--- src/rtl/mac16_mul32_seq_pkg.sv ---
// Shared constants, state encoding and operand helpers for the mac16_mul32_seq sequencer.
// Defining MAC16_SEQ_PIPE_EN widens the step counter for a DSP with a registered product.
package mac16_seq_pkg;

  localparam logic [1:0] OP_MUL    = 2'd0;
  localparam logic [1:0] OP_MULH   = 2'd1;
  localparam logic [1:0] OP_MULHSU = 2'd2;
  localparam logic [1:0] OP_MULHU  = 2'd3;

  typedef enum logic [1:0] {IDLE, MUL, FIX, DONE} state_t;

`ifdef MAC16_SEQ_PIPE_EN
  localparam int CNT_W = 3;
`else
  localparam int CNT_W = 2;
`endif

  // Bit position at which each of the four 16x16 partial products lands.
  localparam logic [5:0] SHIFT_TABLE [4] = '{6'd0, 6'd16, 6'd16, 6'd32};

  function automatic logic [15:0] pair_a(input logic [31:0] a, input logic [1:0] k);
    return k[0] ? a[31:16] : a[15:0];
  endfunction

  function automatic logic [15:0] pair_b(input logic [31:0] b, input logic [1:0] k);
    return k[1] ? b[31:16] : b[15:0];
  endfunction

  function automatic logic [63:0] shifted_product(input logic [31:0] p, input logic [1:0] k);
    return {32'd0, p} << SHIFT_TABLE[k];
  endfunction

endpackage

--- src/rtl/mac16_mul32_seq_if.sv ---
// Request/response handshake plus DSP operand/product bus of the mac16_mul32_seq sequencer.
// The master modport is the sequencer view; the slave modport is the surrounding environment.
interface mac16_mul32_seq_if;
  logic        req_valid;
  logic        req_ready;
  logic [1:0]  req_op;
  logic [31:0] req_a;
  logic [31:0] req_b;
  logic        resp_valid;
  logic        resp_ready;
  logic [31:0] resp_data;
  logic        mac_ce;
  logic [15:0] mac_a;
  logic [15:0] mac_b;
  logic [31:0] mac_o;

  modport master (
    input  req_valid, req_op, req_a, req_b, resp_ready, mac_o,
    output req_ready, resp_valid, resp_data, mac_ce, mac_a, mac_b
  );

  modport slave (
    output req_valid, req_op, req_a, req_b, resp_ready, mac_o,
    input  req_ready, resp_valid, resp_data, mac_ce, mac_a, mac_b
  );
endinterface

--- src/rtl/mac16_mul32_seq.sv ---
// 32x32 multiplier built from four passes through an external unsigned 16x16 DSP multiply.
// MAC16_SEQ_PIPE_EN selects a DSP whose product arrives one cycle after its operands.
module mac16_mul32_seq
  import mac16_seq_pkg::*;
(
  input logic              clock,
  input logic              IRSTTOP,
  mac16_mul32_seq_if.master bus
);

  state_t           state;
  logic [CNT_W-1:0] cnt;
  logic [31:0]      a_q;
  logic [31:0]      b_q;
  logic [1:0]       op_q;
  logic [63:0]      acc;
  logic [31:0]      hi_fixed;
  logic             acc_en;
  logic [1:0]       acc_pair;
  logic             last_step;
  logic             drive_next;
  logic [1:0]       next_pair;

  // The unsigned partial products treat negative operands as 2^32 + x; remove that excess.
  always_comb begin
    hi_fixed = acc[63:32];
    if ((op_q == OP_MULH || op_q == OP_MULHSU) && a_q[31])
      hi_fixed = hi_fixed - b_q;
    if (op_q == OP_MULH && b_q[31])
      hi_fixed = hi_fixed - a_q;
  end

`ifdef MAC16_SEQ_PIPE_EN
  assign acc_en     = (cnt != '0);
  assign acc_pair   = 2'(cnt - 3'd1);
  assign last_step  = (cnt == 3'd4);
  assign drive_next = (cnt < 3'd3);
`else
  assign acc_en     = 1'b1;
  assign acc_pair   = cnt;
  assign last_step  = (cnt == 2'd3);
  assign drive_next = !last_step;
`endif
  assign next_pair = 2'(cnt + 1'b1);

  // Operands are registered one step ahead so the DSP sees pair k during step k.
  always_ff @(posedge clock or posedge IRSTTOP) begin
    if (IRSTTOP) begin
      state          <= IDLE;
      cnt            <= '0;
      a_q            <= '0;
      b_q            <= '0;
      op_q           <= OP_MUL;
      acc            <= '0;
      bus.req_ready  <= 1'b1;
      bus.resp_valid <= 1'b0;
      bus.resp_data  <= '0;
      bus.mac_ce     <= 1'b0;
      bus.mac_a      <= '0;
      bus.mac_b      <= '0;
    end else begin
      case (state)
        IDLE: begin
          if (bus.req_valid) begin
            a_q           <= bus.req_a;
            b_q           <= bus.req_b;
            op_q          <= bus.req_op;
            acc           <= '0;
            cnt           <= '0;
            bus.req_ready <= 1'b0;
            bus.mac_ce    <= 1'b1;
            bus.mac_a     <= pair_a(bus.req_a, 2'd0);
            bus.mac_b     <= pair_b(bus.req_b, 2'd0);
            state         <= MUL;
          end
        end
        MUL: begin
          if (acc_en)
            acc <= acc + shifted_product(bus.mac_o, acc_pair);
          cnt <= cnt + 1'b1;
          if (drive_next) begin
            bus.mac_a <= pair_a(a_q, next_pair);
            bus.mac_b <= pair_b(b_q, next_pair);
          end else begin
            bus.mac_a <= '0;
            bus.mac_b <= '0;
          end
          if (last_step) begin
            bus.mac_ce <= 1'b0;
            state      <= FIX;
          end
        end
        FIX: begin
          acc[63:32]     <= hi_fixed;
          bus.resp_valid <= 1'b1;
          bus.resp_data  <= (op_q == OP_MUL) ? acc[31:0] : hi_fixed;
          state          <= DONE;
        end
        DONE: begin
          if (bus.resp_ready) begin
            bus.resp_valid <= 1'b0;
            bus.resp_data  <= '0;
            bus.req_ready  <= 1'b1;
            state          <= IDLE;
          end
        end
        default: state <= IDLE;
      endcase
    end
  end

endmodule

--- src/flat_wrapper.sv ---
// flat-port wrapper written by rule: the top's interface ports become plain ports
module mac16_mul32_seq_flat import mac16_seq_pkg::*;
  (clock, IRSTTOP, bus_req_valid, bus_req_op, bus_req_a, bus_req_b, bus_resp_ready, bus_mac_o, bus_req_ready, bus_resp_valid, bus_resp_data, bus_mac_ce, bus_mac_a, bus_mac_b);
  mac16_mul32_seq_if bus_i ();
  input logic clock;
  input logic IRSTTOP;
  input wire logic [$bits(bus_i.req_valid)-1:0] bus_req_valid;
  input wire logic [$bits(bus_i.req_op)-1:0] bus_req_op;
  input wire logic [$bits(bus_i.req_a)-1:0] bus_req_a;
  input wire logic [$bits(bus_i.req_b)-1:0] bus_req_b;
  input wire logic [$bits(bus_i.resp_ready)-1:0] bus_resp_ready;
  input wire logic [$bits(bus_i.mac_o)-1:0] bus_mac_o;
  output wire logic [$bits(bus_i.req_ready)-1:0] bus_req_ready;
  output wire logic [$bits(bus_i.resp_valid)-1:0] bus_resp_valid;
  output wire logic [$bits(bus_i.resp_data)-1:0] bus_resp_data;
  output wire logic [$bits(bus_i.mac_ce)-1:0] bus_mac_ce;
  output wire logic [$bits(bus_i.mac_a)-1:0] bus_mac_a;
  output wire logic [$bits(bus_i.mac_b)-1:0] bus_mac_b;
  assign bus_i.req_valid = bus_req_valid;
  assign bus_i.req_op = bus_req_op;
  assign bus_i.req_a = bus_req_a;
  assign bus_i.req_b = bus_req_b;
  assign bus_i.resp_ready = bus_resp_ready;
  assign bus_i.mac_o = bus_mac_o;
  assign bus_req_ready = bus_i.req_ready;
  assign bus_resp_valid = bus_i.resp_valid;
  assign bus_resp_data = bus_i.resp_data;
  assign bus_mac_ce = bus_i.mac_ce;
  assign bus_mac_a = bus_i.mac_a;
  assign bus_mac_b = bus_i.mac_b;
  mac16_mul32_seq u_core (.clock(clock), .IRSTTOP(IRSTTOP), .bus(bus_i));
endmodule
--- config.mk ---
export PLATFORM = sky130hd
export DESIGN_NAME = mac16_mul32_seq_flat
export DESIGN_NICKNAME = d
export VERILOG_FILES = /design/src/rtl/mac16_mul32_seq_pkg.sv /design/src/rtl/mac16_mul32_seq_if.sv /design/src/rtl/mac16_mul32_seq.sv /design/src/flat_wrapper.sv
export SDC_FILE = /design/constraint.sdc
export NUM_CORES = 1
export LEC_CHECK = 0
export CORE_UTILIZATION = 35
export CTS_BUF_LIST = sky130_fd_sc_hd__clkbuf_4
export DETAILED_ROUTE_END_ITERATION = 12
export HOLD_SLACK_MARGIN = 0.03
export PLACE_DENSITY_LB_ADDON = 0.12
export REMOVE_ABC_BUFFERS = 1
export SLEW_MARGIN = 30
export SYNTH_ARGS = -nofsm -noshare
export SYNTH_HDL_FRONTEND = slang
export SYNTH_SLANG_ARGS = --single-unit
--- constraint.sdc ---
create_clock -name clock -period 21.8 [get_ports clock]
set_input_delay 5.45 -clock clock [delete_from_list [all_inputs] [get_ports clock]]
set_output_delay 5.45 -clock clock [all_outputs]
set_load 0.01 [all_outputs]
======== Word level (Yosys, flattened, before mapping) ========
Cells that the tools add are included.
cells by class
  add/sub/neg operators ................... 4
  magnitude comparators ................... 1
  equality and inequality tests ........... 9
  shift operators ......................... 1
  multiplexer cells ....................... 33
  bitwise logic cells ..................... 1
  reductions and logical operators ........ 16
operator list
  cell                                                             number
  32-bit 2-to-1 mux                                                4
  32-bit one-hot mux with 2 select lines                           2
  16-bit 2-to-1 mux                                                6
  32-bit one-hot mux with 3 select lines                           1
  64-bit adder                                                     1
  64-bit 2-to-1 mux                                                1
  16-bit one-hot mux with 2 select lines                           2
  32-bit by 6-bit << shifter with 64-bit output                    1
  32-bit subtractor                                                2
  6-bit binary-select mux with 2-bit select                        1
  6-bit 2-to-1 mux                                                 2
  3-bit AND reduction                                              3
  2-bit == test, second input constant                             4
  2-bit 2-to-1 mux                                                 4
  2-bit one-hot mux with 4 select lines                            1
  2-bit AND reduction                                              4
  1-bit one-hot mux with 2 select lines                            3
  2-bit nonzero test                                               3
  1-bit 2-to-1 mux                                                 5
  2-bit by 1-bit == test with 1-bit output, second input constant  2
  2-bit logical NOT                                                2
  2-bit inequality test, second input constant                     2
  2-bit one-hot mux with 2 select lines                            1
  3-bit >= comparator, second input constant                       1
  other kinds (6)                                                  7
word-level totals
  bits in registers ....................... 201
  input bits .............................. 102
  output and inout port bits .............. 67
  logic and storage cells ................. 78

======== Longest topological paths before layout ========
Gate-level depths: netlist (run 1).
  depth in word-level cells ............... 8
  depth in mapped cells ................... 25
  gate-level depth less buffers ........... 24

======== Worst setup path before layout (run 1) ========
Ideal clock, no wire load.
  kind .................................... input -> register
  start point ............................. input port bus_mac_o[6]
  end point ............................... register u_core.acc[59]
  library setup time ...................... 0.131 ns
  data arrival time ....................... 8.289 ns
  data required time ...................... 21.669 ns
  path slack .............................. 13.380 ns
  stages .................................. 14
  buffers on the path ..................... 1
  cells stage by stage .................... mux2i_1 > nor2_1 > ha_1 > clkbuf_1 > nand4_1 > nor3_1 > o2111a_1 > o21ai_2 > a2111oi_4 > o21ai_2 > o31a_4 > o21ai_4 > a311oi_1 > or3_1
between the ends
  cells in the longest elaborated chain, start to end .. 3
ends and longest elaborated chain
  item                                           line                       text
  start: declaration                             flat_wrapper.sv:12         input wire logic [$bits(bus_i.mac_o)-1:0] bus_mac_o;
  32-bit by 6-bit << shifter with 64-bit output  mac16_mul32_seq_pkg.sv:30  return {32'd0, p} << SHIFT_TABLE[k];
  64-bit adder                                   mac16_mul32_seq.sv:79      acc <= acc + shifted_product(bus.mac_o, acc_pair);
  32-bit one-hot mux with 3 select lines         mac16_mul32_seq.sv:62      case (state)
  end signal: assignment                         mac16_mul32_seq.sv:79
  end signal: assignment                         mac16_mul32_seq.sv:94      acc[63:32] <= hi_fixed;
  end: declaration                               mac16_mul32_seq.sv:16      logic [63:0] acc;
No other way between the ends.
A chain may end at the register's enable or synchronous reset.

======== Worst setup path after layout (run 1) ========
Ends and elaborated chain as after synthesis.

==> results of run 1 <==
==> report_power, final <==
group	internal [mW]	switching, mW
logic	1.06	1.75
clock network	0.185	0.182
registers	0.537	0.151
total	1.78	2.09
==> worst min-delay path by stage <==
| stage | startpoint | to | depth (start not counted) |
|---|---|---|---|
| floorplan | u_core.acc[5] | u_core.acc[5] | 2 |
| global placement | u_core.bus.resp_data[6] | u_core.bus.resp_data[6] | 2 |
| detailed placement | u_core.bus.resp_data[9] | u_core.bus.resp_data[9] | 2 |
| CTS | u_core.bus.resp_data[9] | u_core.bus.resp_data[9] | 2 |
| global route | u_core.bus.mac_a[1] | u_core.bus.mac_a[1] | 1 |
| finish | u_core.bus.resp_data[9] | u_core.bus.resp_data[9] | 2 |
==> registers in the layout (all words and copies together), names as in the netlist <==
name / count
u_core.bus.resp_data: 32
u_core.acc: 64
u_core.acc_pair: 2
u_core.bus.mac_ce: 1
u_core.bus.mac_b: 16
u_core.bus.mac_a: 16
u_core.bus.resp_valid: 1
u_core.bus.req_ready: 1
u_core.state: 2
u_core.b_q: 32
u_core.a_q: 32
u_core.op_q: 2
==> per-stage QoR <==
| step | hold slack (ps) | utilization | worst slack, ps |
|---|---|---|---|
| after floorplan | 470 | - | 10870 |
| after global placement | 465 | 0.406 | 12290 |
| after detailed placement | 472 | 0.406 | 12220 |
| after CTS | 487 | 0.421 | 13080 |
| after global routing | 502 | 0.422 | 12870 |
| final | 478 | 0.422 | 13060 |
==> cells by family (layout without fill, tap and decap cells) <==
kind of cell,Yosys count,after routing,share of synthesized area
buffers and inverters,241,433,0.0552
and+or+nand+nor,516,516,0.142
DFF,201,201,0.299
xor gates and xnor gates,99,99,0.0516
muxes,121,121,0.0761
adders and majority gates,137,137,0.103
other,0,3,0
AOI/OAI and AO/OA,706,706,0.272
==> cell type report <==
| type | instances | area share |
|---|---|---|
| Clock inverter | 17 | 0.00335 |
| Tap cell | 607 | 0.0384 |
| Antenna cell | 3 | 0.000379 |
| Inverter | 136 | 0.0262 |
| Clock buffer | 89 | 0.0338 |
| Timing Repair Buffer | 191 | 0.0939 |
| Multi-Input combinational cell | 1579 | 0.550 |
| Sequential cell | 201 | 0.254 |
==> cells in the mapped netlist, types with 18 or more instances <==
master	number	area [um2]
nand2_1	204	766
a21oi_1	178	891
o21ai_0	187	936
o21a_1	35	263
nor2b_1	30	188
o221ai_1	30	263
xor2_1	42	368
dfrtp_1	200	5000
a22o_1	30	263
nand2b_1	23	144
a21o_1	70	526
nand3_1	22	110
ha_1	134	1680
mux2_2	55	619
a31oi_1	18	113
clkbuf_1	93	349
nor3_1	22	110
inv_1	136	510
nand4_1	23	144
nor2_1	124	465
mux2i_1	66	661
and2_1	24	150
xnor2_1	57	499
==> metal layers <==
metal,share of wire,up-vias,GRT usage
met5,0.00020,-,0
met4,0.028,2,0.0794
met3,0.054,111,0.0396
met2,0.46,509,0.432
met1,0.46,7693,0.350
li1,-,7620,-
==> worst register-to-register path, cell delays in order, from the launching register on <==
cell and delay, ps:
dfrtp_1 400, inv_1 70, ha_1 240, fa_1 450, nor2b_1 200, o31a_1 170, o21ai_0 140, a21boi_0 350
o21a_1 170, o21ai_0 110, a21oi_1 250, nor4_1 80, o31ai_1 460, ha_1 230, inv_1 90, nor2_1 170
nand2_1 100, nor4_1 270, a22oi_1 210, o211ai_1 300, nand2_1 140, o31ai_1 320, xor2_1 100, o21ai_0 520
o21ai_0 200
==> out/metrics.yaml, run 1 <==
drc: 0
worst_slew_pin_slew_ps: 969
crit-reg2reg-capture: "u_core.bus.resp_data[30]"
path_clk_slew_ps: 70
setup_viol: 0
vias_per_cell: 5.64
grt_first_pass_wirelength_mm: 97.6
crit_required_ps: 22470
io_buffers: 168
slew_violations: 0
crit_end: "u_core.acc[59]"
routedWlPerCell_um: 22.7
critical_path_arrival_ps: 9400
grt_start_max_net_pins: 83
wl_mm: 64.1
path_depth: 14
async_flop_share: 1.00
dr.pass1.iters: 6
critPathMaxStageDelay_ps: 490
ant_nets: 0
ys_ff_latch: 201
final_cells: 2823
fill_cells: 4824
cts_setup_buffers: 0
post-dp-hpwl_mm: 50.7
first_global_vias: 15900
core_um2: 47000
die_x_um: 221
worstRegToRegCells: 24
fin_worst_skew_ps: 75.8
drive_gt1_frac: 0.0926
cts_made_buffers: 58
yosysSeqAreaShare: 0.299
antenna_found_initial: 3
report.power.total_mw: 3.87
ys_types: 76
routabilityCongestion: 0.927
clk_path_buf_depth: 3
ff_latch_area_um2: 5030
cp_max_fo: 7
crit_top_cell: "o21ai_2"
h-tree-depth: 2
clk_latency_ps: 840
synthToLayoutAreaGrowth_pct: 17.8
yosys_warnings: 0
tritoncts: "built"
grt-ovfl-total: 0
max_cap_violations: 0
ir_drop_v: 0.0000764
mostFrequentLayoutCells: "nand2_1 (202), dfrtp_1 (200), o21ai_0 (187), a21oi_1 (177), clkdlybuf4s50_1 (168)"
rr_startpoint: "u_core.acc[32]"
drtIter0Drc: 1347
cts-hold-fix-buffers: 0
maxSlewHeadroom: 0.354
synth_ff_type: "dfrtp_1"
multi_input_area_um2: 10900
rsz0062_at_grt: "no"
setup_tns_ps: 0
final_common_cell: "nand2_1"
rrSetupSlack_ps: 15870
period_share: 0.401
root_buffer: "clkbuf_4"
final_hold_viol_count: 0
clock_sink_count: 201
ctsResizeCount: 0
cp_top_family: "compound AO/OA/AOI/OAI gates"
end_kind: "flop"
vias: 15900
netlist_area_um2: 16800
synth_cells: 2021
io_pins: 169
synth-edff-count: 0
layout.nets: 2406
syn_area_per_cell_um2: 8.32
power.leakage_nw: 9.17
row_count: 79
initial_core_util: 0.358
chipHeight_um: 221
hp-class: "reg2reg"
cpMaxStageDelayCell: "clkdlybuf4s50_1"
path_cells: "clkdlybuf4s50_1 > mux2i_1 > nor2_1 > ha_1 > nand4_1 > nor3_1 > o2111a_1 > o21ai_2 > a2111oi_4 > o21ai_2 > o31a_4 > o21ai_4 > a311oi_1 > or3_1"
critPathLaunchType: "input pin"
grt.total_usage: 0.261
status: "completed"
fin_crit_ps: 8740
cp_num_buf_inv: 1
die_area_um2: 48900
final_area_um2: 19800
crit_start: "bus_mac_o[6]"
p_per_area_nw_per_um2: 195
placed_area_um2: 19000
fmax_mhz: 114
place_inst: 2714
crit_type: "in2reg"
(Power assumes the default switching activity.)
==> inputs of run 2 (changes only) <==
Clock period 21.8 ns to 8 ns, I/O delays scaled along.
==> run 2 against run 1 <==
Compared with the run above: clock skew rose by 2.5 ps; non-clock buffer count is 2 lower; final cell count about the same; worst setup slack got worse by 11000 ps; utilization hardly changed; sequential cell count unchanged; die area is the same; wire length grew 1.0%.
==> out/metrics.yaml, run 2 (synthesis gave the netlist of run 1 again) <==
fin_ws_ps: 2150  # was 13060 ps
grt-ovfl-total: 0  # unchanged
worst_slew_pin_slew_ps: 977  # was 969 ps
row_count: 79  # unchanged
h-tree-depth: 2  # unchanged
status: "completed"  # unchanged
crit_required_ps: 8690  # was 22470 ps
chipHeight_um: 221  # unchanged
initial_core_util: 0.358  # unchanged
routabilityCongestion: 0.922  # was 0.927
end_kind: "flop"  # unchanged
setup_viol: 0  # unchanged
critPathMaxStageDelay_ps: 480  # was 490 ps
die_area_um2: 48900  # unchanged
vias_per_cell: 5.66  # was 5.64
antenna_found_initial: 2  # was 3
ctsResizeCount: 0  # unchanged
fill_cells: 4785  # was 4824
drc: 0  # unchanged
slew_violations: 0  # unchanged
max_cap_violations: 0  # unchanged
period_share: 0.731
io_buffers: 168  # unchanged
cts_setup_buffers: 0  # unchanged
clk_path_buf_depth: 3  # unchanged
wl_mm: 64.8  # was 64.1 mm
mostFrequentLayoutCells: "nand2_1 (203), dfrtp_1 (200), o21ai_0 (187), a21oi_1 (177), clkdlybuf4s50_1 (168)"  # was nand2_1 (202), dfrtp_1 (200), o21ai_0 (187), a21oi_1 (177), clkdlybuf4s50_1 (168)
cp_max_fo: 5  # was 7
critPathLaunchType: "flop"  # was input pin
crit_type: "reg2reg"  # was in2reg
io_pins: 169  # unchanged
ff_latch_area_um2: 5030  # unchanged
ant_nets: 0  # unchanged
routedWlPerCell_um: 23.0  # was 22.7 um
hp-class: "reg2reg"  # unchanged
multi_input_area_um2: 10900  # about the same
layout.nets: 2405  # was 2406
grt.total_usage: 0.263  # was 0.261
fin_worst_skew_ps: 78.3  # was 75.8 ps
core_um2: 47000  # unchanged
die_x_um: 221  # unchanged
fin_crit_ps: 5850
fmax_mhz: 171
cpMaxStageDelayCell: "mux2i_1"  # was clkdlybuf4s50_1
grt_first_pass_wirelength_mm: 97.9  # was 97.6 mm
first_global_vias: 15700  # was 15.9k
final_common_cell: "nand2_1"  # unchanged
grt_start_max_net_pins: 105  # was 83
cts-hold-fix-buffers: 0  # unchanged
drtIter0Drc: 1105  # was 1347
final_hold_viol_count: 0  # unchanged
largest-register: "u_core.acc"  # unchanged
synthToLayoutAreaGrowth_pct: 17.7  # was 17.8%
setup_tns_ps: 0  # unchanged
path_clk_slew_ps: 70  # about the same
rsz0062_at_grt: "no"  # unchanged
root_buffer: "clkbuf_4"  # unchanged
path_cells: "inv_1 > ha_1 > fa_1 > nor2b_1 > o31a_1 > o21ai_0 > a21boi_0 > o21a_1 > o21ai_0 > nand2_1 > xor2_1 > nand2_1 > nand2_1 > ha_1 > a211oi_1 > o221ai_1 > o211ai_1 > o21a_1 > nor3_1 > nor3b_1 > xnor2_1 > mux2i_1 > o21ai_0 > or3_1"  # was clkdlybuf4s50_1 > mux2i_1 > nor2_1 > ha_1 > nand4_1 > nor3_1 > o2111a_1 > o21ai_2 > a2111oi_4 > o21ai_2 > o31a_4 > o21ai_4 > a311oi_1 > or3_1
maxSlewHeadroom: 0.346  # was 0.354
post-dp-hpwl_mm: 50.8  # was 50.7 mm
clk_latency_ps: 840  # about the same
cts_made_buffers: 59  # was 58
drive_gt1_frac: 0.0903  # was 0.0926
clock_sink_count: 201  # unchanged
place_ws_ps: 1970  # was 12220 ps
vias: 16000  # was 15.9k
critical_path_arrival_ps: 6530  # was 9400 ps
dr.pass1.iters: 6  # unchanged
tritoncts: "built"  # unchanged
largest_reg_flops: 64  # unchanged
## run 2: changes by cell type in the layout (fill, tap and decap cells not counted), sizes merged
| cell | change |
|---|---|
| buf | -2 |
| clkbuf | -4 |
| clkinv | +5 |
| clkinvlp | +2 |
| diode | -2 |
## run 2: layout make-up
| type | count | area share |
|---|---|---|
| antenna | 1 | 0.000126 |
| clock buffer | 85 | 0.0323 |
| clock inverter | 24 | 0.00500 |
| inverter | 136 | 0.0262 |
| multi-input combinational | 1579 | 0.550 |
| sequential | 201 | 0.254 |
| tap | 607 | 0.0384 |
| timing repair buffer | 189 | 0.0936 |
## run 2: routing by layer
layer | routed length, um | track usage | vias up
li1 | - | - | 7643
met1 | 29500 | 0.355 | 7714
met2 | 28600 | 0.410 | 477
met3 | 3490 | 0.0392 | 137
met4 | 3190 | 0.130 | 0
met5 | 0 | 0 | -
## run 2: per-stage QoR
stage,hold WS [ps],util,cells,area [um2]
floorplan,470,-,1916,16400
global placement,465,0.406,2712,19000
detailed placement,469,0.406,2712,19000
CTS,485,0.421,2821,19800
global route,503,0.421,2822,19800
finish,480,0.421,2822,19800
## run 2: path summary, 6_finish.rpt
path | to | slack, ps | from | cells past startpoint
worst max-delay path | u_core.acc[59] | 2150 | u_core.acc[32] | 24
worst min register to register | u_core.bus.resp_data[11] | 480 | u_core.bus.resp_data[11] | 2
max in group asynchronous | u_core.a_q[29] | 5270 | IRSTTOP | 3
min in group asynchronous | u_core.acc[4] | 1640 | IRSTTOP | 2
worst min-delay path | u_core.bus.resp_data[11] | 480 | u_core.bus.resp_data[11] | 2
worst max register to register | u_core.acc[59] | 2150 | u_core.acc[32] | 24
## run 2: worst max-delay path: cells and delay by family, from the launching register on
| kind | cells | cell delay [ps] |
|---|---|---|
| compound gates | 10 | 2230 |
| simple gates | 7 | 1270 |
| fa+ha+maj | 3 | 970 |
| mux | 1 | 480 |
| flops | 1 | 400 |
| xor+xnor | 2 | 290 |
| buf+inv | 1 | 70 |
Power of run 2 is not shown: default switching activity piles up to over one toggle a cycle in this logic, so the estimate is an artifact.
==> inputs of run 3 (changes only) <==
Clock period 8 ns to 5.2 ns, I/O delays scaled along.
==> run 3 against run 2 <==
Compared with the run above: wire length grew 1.7%; final cell count grew 7.3%; sequential share of layout area shrank 2.1 points; die area is the same; non-clock buffer count grew 206; hold slack lost 3.5 ps; design area grew 9.1%; clock skew shrank 35 ps; maximum frequency grew 16%; global-route usage grew 0.36 points; register-to-register slack lost 2000 ps.
==> out/metrics.yaml, run 3 (synthesis gave the netlist of run 1 again) <==
status: "completed"  # unchanged
setup_viol: 0  # unchanged
routabilityCongestion: 0.944  # was 0.922
placed_area_um2: 20500  # was 19000 um2
clk_latency_ps: 840  # about the same
path_clk_slew_ps: 70  # about the same
chipHeight_um: 221  # unchanged
crit_required_ps: 5890  # was 8690 ps
cpMaxStageDelayCell: "dfrtp_1"  # was mux2i_1
vias_per_cell: 5.52  # was 5.66
grt_first_pass_wirelength_mm: 99.8  # was 97.9 mm
grt-ovfl-total: 0  # unchanged
row_count: 79  # unchanged
fill_cells: 4709  # was 4785
dr.pass1.iters: 5  # was 6
antenna_found_initial: 3  # was 2
first_global_vias: 16700  # was 15.7k
critical_path_arrival_ps: 5730  # was 6530 ps
worst_slew_pin_slew_ps: 936  # was 977 ps
hold_slack_ps: 477  # was 480 ps
ff_latch_area_um2: 5030  # unchanged
clk_path_buf_depth: 3  # unchanged
initial_core_util: 0.358  # unchanged
routedWlPerCell_um: 21.8  # was 23.0 um
cp_max_fo: 4  # was 5
h-tree-depth: 2  # unchanged
hold_path_end: "u_core.bus.resp_data[7]"  # was u_core.bus.resp_data[11]
path_cells: "ha_4 > fa_2 > nor2b_2 > o31a_1 > o21ai_1 > buf_4 > buf_4 > a21o_1 > nand4b_1 > nand4_1 > a311oi_2 > a21oi_2 > xnor2_2 > nand2_1 > nand2_2 > ha_4 > a21o_1 > a21oi_2 > nor3b_4 > o311ai_4 > and4_1 > a211oi_2 > nand2_1 > a221o_1"  # was inv_1 > ha_1 > fa_1 > nor2b_1 > o31a_1 > o21ai_0 > a21boi_0 > o21a_1 > o21ai_0 > nand2_1 > xor2_1 > nand2_1 > nand2_1 > ha_1 > a211oi_1 > o221ai_1 > o211ai_1 > o21a_1 > nor3_1 > nor3b_1 > xnor2_1 > mux2i_1 > o21ai_0 > or3_1
fmax_mhz: 198  # was 171 MHz
synthToLayoutAreaGrowth_pct: 28.4  # was 17.7%
period_share: 0.969  # was 0.731
cts-hold-fix-buffers: 0  # unchanged
grt_start_max_net_pins: 112  # was 105
vias: 16700  # was 16.0k
hp-class: "reg2reg"  # unchanged
worstRegToRegCells: 24  # unchanged
crit-reg2reg-capture: "u_core.acc[63]"  # was u_core.acc[59]
tritoncts: "built"  # unchanged
multi_input_area_um2: 11100  # was 10900 um2
min_from: "u_core.bus.resp_data[7]"  # was u_core.bus.resp_data[11]
final_hold_viol_count: 0  # unchanged
rr_startpoint: "u_core.b_q[0]"  # was u_core.acc[32]
fin_ws_ps: 159  # was 2150 ps
final_area_um2: 21600  # was 19800 um2
io_pins: 169  # unchanged
critPathMaxStageDelay_ps: 410  # was 480 ps
clock_sink_count: 201  # unchanged
drtIter0Drc: 1074  # was 1105
die_area_um2: 48900  # unchanged
slew_violations: 0  # unchanged
largest-register: "u_core.acc"  # unchanged
fin_worst_skew_ps: 42.8  # was 78.3 ps
hold_path_depth: 2  # unchanged
rsz0062_at_grt: "yes"  # was no
rrSetupSlack_ps: 160  # was 2150 ps
core_um2: 47000  # unchanged
mostFrequentLayoutCells: "buf_4 (225), nand2_1 (201), dfrtp_1 (200), o21ai_0 (172), a21oi_1 (170)"  # was nand2_1 (203), dfrtp_1 (200), o21ai_0 (187), a21oi_1 (177), clkdlybuf4s50_1 (168)
io_buffers: 168  # unchanged
drive_gt1_frac: 0.186  # was 0.0903
wl_mm: 65.9  # was 64.8 mm
maxSlewHeadroom: 0.374  # was 0.346
root_buffer: "clkbuf_4"  # unchanged
die_x_um: 221  # unchanged
crit_type: "reg2reg"  # unchanged
ant_nets: 0  # unchanged
cts_made_buffers: 61  # was 59
post-dp-hpwl_mm: 52.0  # was 50.8 mm
place_ws_ps: -349  # was 1970 ps
layout.nets: 2613  # was 2405
max_cap_violations: 0  # unchanged
fin_crit_ps: 5040  # was 5850 ps
final_core_util: 0.460  # was 0.421
drc: 0  # unchanged
largest_reg_flops: 64  # unchanged
critPathLaunchType: "flop"  # unchanged
grt.total_usage: 0.267  # was 0.263
end_kind: "flop"  # unchanged
final_common_cell: "buf_4"  # was nand2_1
run 3: worst max-delay path by stage:
| stage | startpoint | to | slack, ps |
|---|---|---|---|
| after global routing | u_core.b_q[0] | u_core.acc[63] | -40 |
| final | u_core.b_q[0] | u_core.acc[63] | 160 |
| after floorplan | IRSTTOP | u_core.a_q[0] | -1580 |
| after global placement | u_core.acc[32] | u_core.bus.resp_data[30] | -270 |
| after CTS | u_core.acc[32] | u_core.acc[63] | 30 |
| after detailed placement | u_core.acc[32] | u_core.bus.resp_data[30] | -350 |
run 3: cell type report:
class / instances / share of cell area
diodes: 1 / 0.000116
repair buffers: 395 / 0.158
multi-input cells: 1579 / 0.515
flip-flops and latches: 201 / 0.233
clock inverters: 20 / 0.00365
clock buffers: 88 / 0.0306
well taps: 607 / 0.0352
inverters: 136 / 0.0240
run 3: per-layer routing:
layer / vias to the layer above / track usage / share of wire
met3: 132 / 0.0518 / 0.062
met4: 0 / 0.128 / 0.048
met5: - / 0 / 0
li1: 8053 / - / -
met1: 7982 / 0.342 / 0.44
met2: 538 / 0.430 / 0.45
run 3: critical path, delay by kind of cell, from the launching register on:
kind	cells	cell delay, ps
AOI/OAI and AO/OA	10	1990
xor gates and xnor gates	1	170
adders and majority gates	3	750
buffers and inverters	2	260
DFF	1	410
and+or+nand+nor	8	1330
run 3: per-stage QoR:
| stage | instances | TNS (ps) |
|---|---|---|
| floorplan | 1916 | -319300 |
| global placement | 2907 | -594 |
| detailed placement | 2907 | -1050 |
| CTS | 3016 | 0 |
| global route | 3027 | -55.2 |
| finish | 3027 | 0 |
run 3: repair_timing:
| action | in CTS | in global routing |
|---|---|---|
| endpoints found under the setup margin | 11 | 34 |
| pin swaps | 4 | 42 |
| setup buffers | 1 | 10 |
| resized for setup | 14 | 48 |
Power of run 3 is left out for the same reason.
